**src/rtl/vga_timing_gen.sv**
```systemverilog
// Raster timing generator for 640x480@60 Hz on the 25 MHz pixel clock.
// Counters (hc, vc) walk the full raster; every output is registered from
// them, so all outputs describe the same pixel one cycle after the counters.
module vga_timing_gen #(
    parameter int unsigned H_ACTIVE = 640,
    parameter int unsigned H_FP     = 16,
    parameter int unsigned H_SYNC   = 96,
    parameter int unsigned H_BP     = 48,
    parameter int unsigned V_ACTIVE = 480,
    parameter int unsigned V_FP     = 10,
    parameter int unsigned V_SYNC   = 2,
    parameter int unsigned V_BP     = 33,
    parameter bit          SYNC_POL = 1'b0
) (
    input  logic        clk_25MHz,
    input  logic        reset_al,
    input  logic        en,
    output logic        hsync,
    output logic        vsync,
    output logic        vde,
    output logic [9:0]  DrawX,
    output logic [9:0]  DrawY,
    output logic        frame_start,
    output logic        vblank_start,
    output logic [15:0] frame_count
);

    localparam int unsigned H_TOTAL = H_ACTIVE + H_FP + H_SYNC + H_BP;
    localparam int unsigned V_TOTAL = V_ACTIVE + V_FP + V_SYNC + V_BP;

    localparam logic [9:0] HLast      = 10'(H_TOTAL - 1);
    localparam logic [9:0] VLast      = 10'(V_TOTAL - 1);
    localparam logic [9:0] HActive    = 10'(H_ACTIVE);
    localparam logic [9:0] VActive    = 10'(V_ACTIVE);
    localparam logic [9:0] HSyncStart = 10'(H_ACTIVE + H_FP);
    localparam logic [9:0] HSyncEnd   = 10'(H_ACTIVE + H_FP + H_SYNC);
    localparam logic [9:0] VSyncStart = 10'(V_ACTIVE + V_FP);
    localparam logic [9:0] VSyncEnd   = 10'(V_ACTIVE + V_FP + V_SYNC);

    logic [9:0]  hc_q, hc_d;
    logic [9:0]  vc_q, vc_d;
    logic        started_q;
    logic [9:0]  draw_x_q, draw_y_q;
    logic        hsync_q, vsync_q, vde_q;
    logic        frame_start_q, vblank_start_q;
    logic [15:0] frame_count_q;

    logic        vde_d, hsync_d, vsync_d;
    logic        at_origin, at_vblank;

    // Next raster position: hc wraps each line, vc wraps with the last line's hc wrap.
    always_comb begin
        hc_d = hc_q + 10'd1;
        vc_d = vc_q;
        if (hc_q == HLast) begin
            hc_d = 10'd0;
            vc_d = (vc_q == VLast) ? 10'd0 : vc_q + 10'd1;
        end
    end

    // Decode of the pixel the counters currently point at.
    always_comb begin
        vde_d     = (hc_q < HActive) && (vc_q < VActive);
        hsync_d   = ((hc_q >= HSyncStart) && (hc_q < HSyncEnd)) ? SYNC_POL : ~SYNC_POL;
        vsync_d   = ((vc_q >= VSyncStart) && (vc_q < VSyncEnd)) ? SYNC_POL : ~SYNC_POL;
        at_origin = (hc_q == 10'd0) && (vc_q == 10'd0);
        at_vblank = (hc_q == 10'd0) && (vc_q == VActive);
    end

    // Counter and output registers; reset wins over en, en=0 freezes levels and kills pulses.
    always_ff @(posedge clk_25MHz) begin
        if (!reset_al) begin
            hc_q           <= 10'd0;
            vc_q           <= 10'd0;
            started_q      <= 1'b0;
            draw_x_q       <= 10'd0;
            draw_y_q       <= 10'd0;
            vde_q          <= 1'b0;
            hsync_q        <= ~SYNC_POL;
            vsync_q        <= ~SYNC_POL;
            frame_start_q  <= 1'b0;
            vblank_start_q <= 1'b0;
            frame_count_q  <= 16'd0;
        end else if (en) begin
            hc_q           <= hc_d;
            vc_q           <= vc_d;
            draw_x_q       <= hc_q;
            draw_y_q       <= vc_q;
            vde_q          <= vde_d;
            hsync_q        <= hsync_d;
            vsync_q        <= vsync_d;
            frame_start_q  <= at_origin;
            vblank_start_q <= at_vblank;
            if (at_origin) begin
                // The first frame after reset is frame 0; later frames count up.
                started_q <= 1'b1;
                if (started_q) begin
                    frame_count_q <= frame_count_q + 16'd1;
                end
            end
        end else begin
            frame_start_q  <= 1'b0;
            vblank_start_q <= 1'b0;
        end
    end

    assign DrawX        = draw_x_q;
    assign DrawY        = draw_y_q;
    assign vde          = vde_q;
    assign hsync        = hsync_q;
    assign vsync        = vsync_q;
    assign frame_start  = frame_start_q;
    assign vblank_start = vblank_start_q;
    assign frame_count  = frame_count_q;

endmodule

```
**config.mk**
```make
export PLATFORM = sky130hd
export DESIGN_NAME = vga_timing_gen
export DESIGN_NICKNAME = d
export VERILOG_FILES = /design/src/rtl/vga_timing_gen.sv
export SDC_FILE = /design/constraint.sdc
export NUM_CORES = 1
export LEC_CHECK = 0
export CAP_MARGIN = 20
export CORE_ASPECT_RATIO = 1.5
export CORE_MARGIN = 1.5
export CORE_UTILIZATION = 42
export DETAILED_ROUTE_END_ITERATION = 12
export GPL_ROUTABILITY_DRIVEN = 0
export PLACE_DENSITY_LB_ADDON = 0.3
export SYNTH_ARGS = -nofsm -noshare
export SYNTH_HDL_FRONTEND = slang
export SYNTH_SLANG_ARGS = --single-unit
```
**constraint.sdc**
```tcl
create_clock -name clk_25MHz -period 2.2 [get_ports clk_25MHz]
set_input_delay 0.44 -clock clk_25MHz [delete_from_list [all_inputs] [get_ports clk_25MHz]]
set_output_delay 0.44 -clock clk_25MHz [all_outputs]
set_load 0.01 [all_outputs]
```
==> flow_summary_export.csv <==
group,metric,value,unit
run_status,outcome,"complete, no violations",
placement,dpl.hpwl,4690,microns
sta,slew_viol_final,0,
sta,max_freq,0.510,GHz
synthesis,syn-mean-instance-area,9.13,sq um
synthesis,synth_seq_cells,62,
worst_setup_path,critPathMaxFanout,31,
clock_tree,cts_tree,"done",
sta,hold_violations,0,
pwr,p_switching,0.520,mW
sta,period_share,0.891,
hold_path,min_path_cells,2,
synthesis,yosysWarnings,0,
worst_setup_path,critPathKind,"in2reg",
placement,dp.cells,435,
synthesis,synth_area_leaders,"dfxtp_1 (43%), mux2i_1 (7.3%), nor2_1 (5.2%)",
floorplanning,die_y,105,microns
worst_setup_path,r2r_cells,4,
synthesis,synth_top_area_frac,0.430,
cells_and_area,layout_commonest_cell,"dfxtp_1",
worst_setup_path,critPathLaunchType,"input port",
clock_tree,postCtsSetupBuffers,0,
pwr,ir_drop,0.438,mV
clock_tree,numCtsBuffers,9,
sta,hold-worst-slack,0.482,ns
detailed_routing,firstDrtPassIters,5,
worst_setup_path,critPathMaxStageDelay,0.51,ns
worst_setup_path,slowest_stage,"clkdlybuf4s50_1",
sta,skew,0.00940,ns
global_routing,overflow,0,
global_routing,grt_use_total,0.188,
global_routing,antenna_found_initial,0,
floorplanning,core,0.00658,sq mm
worst_setup_path,cp.arrival,2.24,ns
global_routing,grt_pass1_wl,11200,microns
clock_tree,ctsHoldBuffers,0,
sta,period_minus_slack,1.96,ns
hold_path,hp-start,"frame_count[15]",
detailed_routing,vias_per_cell,5.69,
clock_tree,cts.sinks,62,
pwr,p_int,1.76,mW
global_routing,grt_max_degree,32,
clock_tree,cts-root-buf,"clkbuf_8",
floorplanning,pin_count,44,
synthesis,ys_seq_area_frac,0.430,
flow_run,cap_violations,0,
synthesis,netlist_area,0.00289,sq mm
clock_tree,clock_latency,0.35,ns
clock_tree,cts-resized-gates,0,
pwr,switching_share,0.228,
detailed_routing,ant_nets,0,
worst_setup_path,timing.rr.start,"vc_q[6]",
synthesis,synth_cells,316,
hold_path,whs_endpoint,"frame_count[15]",
worst_setup_path,crit_path_end_kind,"flop",
sta,worstMarginPinSlew,0.543,ns
worst_setup_path,r2r_end,"frame_count[10]",
clock_tree,clk_pin_slew_worst_paths,0.07,ns
cells_and_area,final_cell_mix,"dfxtp_1 (62), clkdlybuf4s50_1 (43), nor2_1 (40)",
floorplanning,die-area,0.00739,sq mm
pwr,total_power,2.28,mW
detailed_routing,num_vias,2567,
pwr,pwr-share-seq,0.499,
detailed_routing,drc,0,
floorplanning,num_rows,36,
synthesis,synth_edf_count,0,
cells_and_area,final_net_count,378,
synthesis,ys_async_sr_fraction,0,
pwr,comb_power_share,0.055,
hold_path,min_path_type,"reg2reg",
worst_setup_path,cp_num_buf_inv,2,
cells_and_area,final_layout_size_suffix_gt1_frac,0.120,
pwr,clock_power_share,0.445,
sta,finalSetupViolCount,0,
synthesis,syn_nets,324,
cells_and_area,antennaDiodeCount,0,
sta,rsz0062_at_grt,"no",
synthesis,synthDistinctLibCells,40,
cells_and_area,final_cells,451,
clock_tree,cts_max_level,3,
sta,relSlewSlack,0.635,
detailed_routing,post_drt_wl_per_cell,14.6,microns
floorplanning,initial_core_util,0.439,
synthesis,synth_flop_cell,"dfxtp_1",
worst_setup_path,rrSetupSlack,0.27,ns
pwr,p_leak,1.43,nW
worst_setup_path,crit_chain,"clkdlybuf4s50_1 -> nor3b_1 -> nand4_1 -> buf_4 -> or4_1 -> a21oi_1",
placement,io_buffers,43,
floorplanning,fp.dieW,70.7,microns
pwr,power_density,623,mW/mm^2
global_routing,grt_pass1_vias,2509,
synthesis,netlist.top_cell.by_area,"dfxtp_1",
clock_tree,cts_buffer_depth,2,
worst_setup_path,required,2.48,ns
detailed_routing,wirelength,6600,microns
worst_setup_path,crit_family,"simple AND/OR/NAND/NOR gates",
cells_and_area,syn_to_final_growth,27.0,%
detailed_routing,first_iter_violations,148,
-- worst max path at each step --
stage / from / end / slack [ns] / cells past startpoint
after floorplan: hc_q[1] / vc_q[9] / 0.33 / 5
after global placement: en / frame_count[15] / -0.09 / 6
after detailed placement: en / frame_count[15] / -0.1 / 6
after CTS: en / frame_count[15] / 0.26 / 6
after global routing: vc_q[0] / frame_count[6] / 0.09 / 7
final: en / frame_count[15] / 0.24 / 6
-- cell usage after synthesis, types with 2 or more instances --
| cell type | number |
|---|---|
| or4_1 | 16 |
| nand2_1 | 12 |
| inv_1 | 10 |
| nor2_1 | 40 |
| and3_1 | 4 |
| o31ai_1 | 14 |
| ha_1 | 5 |
| o21ai_0 | 5 |
| buf_6 | 2 |
| xor2_1 | 8 |
| clkbuf_1 | 10 |
| nor3b_1 | 2 |
| and4_1 | 6 |
| nand3_1 | 10 |
| o32ai_1 | 2 |
| nand4b_4 | 2 |
| nand4_1 | 19 |
| nor4_1 | 5 |
| xnor2_1 | 5 |
| or3_1 | 4 |
| buf_2 | 9 |
| nor3_1 | 3 |
| a21oi_1 | 25 |
| mux2i_1 | 21 |
| dfxtp_1 | 62 |
-- final cells by class --
| cell class | instances | area, sq um |
|---|---|---|
| clock buffers | 12 | 155 |
| clock inverters | 4 | 45.0 |
| fillers | 601 | 2910 |
| inverters | 11 | 41.3 |
| multi-input cells | 221 | 1490 |
| flip-flops and latches | 62 | 1240 |
| well taps | 76 | 95.1 |
| repair buffers | 65 | 596 |
-- cell families after synthesis --
family / after synthesis / share of synthesized area
AND/OR/NAND/NOR: 133 / 0.280
flip-flops: 62 / 0.430
AO/OA/AOI/OAI: 49 / 0.102
buffers and inverters: 33 / 0.0533
multiplexers: 21 / 0.0728
XOR/XNOR: 13 / 0.0394
adder cells (fa/ha/maj): 5 / 0.0217
-- flip-flops by register name, summed over array words and instances (netlist names) --
signal	cells
DrawX	10
DrawY	10
frame_count	16
frame_start	1
hc_q	10
hsync	1
started_q	1
vblank_start	1
vc_q	10
vde	1
vsync	1
-- tightest hold or removal path, delay by kind of cell, from the launching register on --
family	cells	cell delay, ns
flip-flops	1	0.32
AO/OA/AOI/OAI	2	0.12
-- layer usage --
metal / global-route usage / up-vias / wire, microns
li1: - / 1265 / -
met1: 0.215 / 1206 / 2740
met2: 0.313 / 72 / 3300
met3: 0.0338 / 24 / 278
met4: 0.124 / 0 / 278
met5: 0 / - / 0
-- power by group through the flow --
stage                     Sequential (mW)  Clock (mW)  Combinational (mW)
after floorplan                      1.17           0              0.0695
after global placement               1.17           0               0.124
after detailed placement             1.17           0               0.126
after CTS                            1.14        1.04               0.126
after global routing                 1.14        1.08               0.139
final                                1.14        1.02               0.126
-- metrics by stage --
stage                     setup slack [ns]  instance area [sq um]  setup TNS (ns)   util
after floorplan                      0.330                   2890               0      -
after global placement             -0.0854                   3460          -0.422  0.527
after detailed placement           -0.0982                   3460          -0.775  0.527
after CTS                            0.255                   3660               0  0.557
after global routing                0.0885                   3660               0  0.557
final                                0.241                   3660               0  0.557
Power figures use the tool's default switching activity.
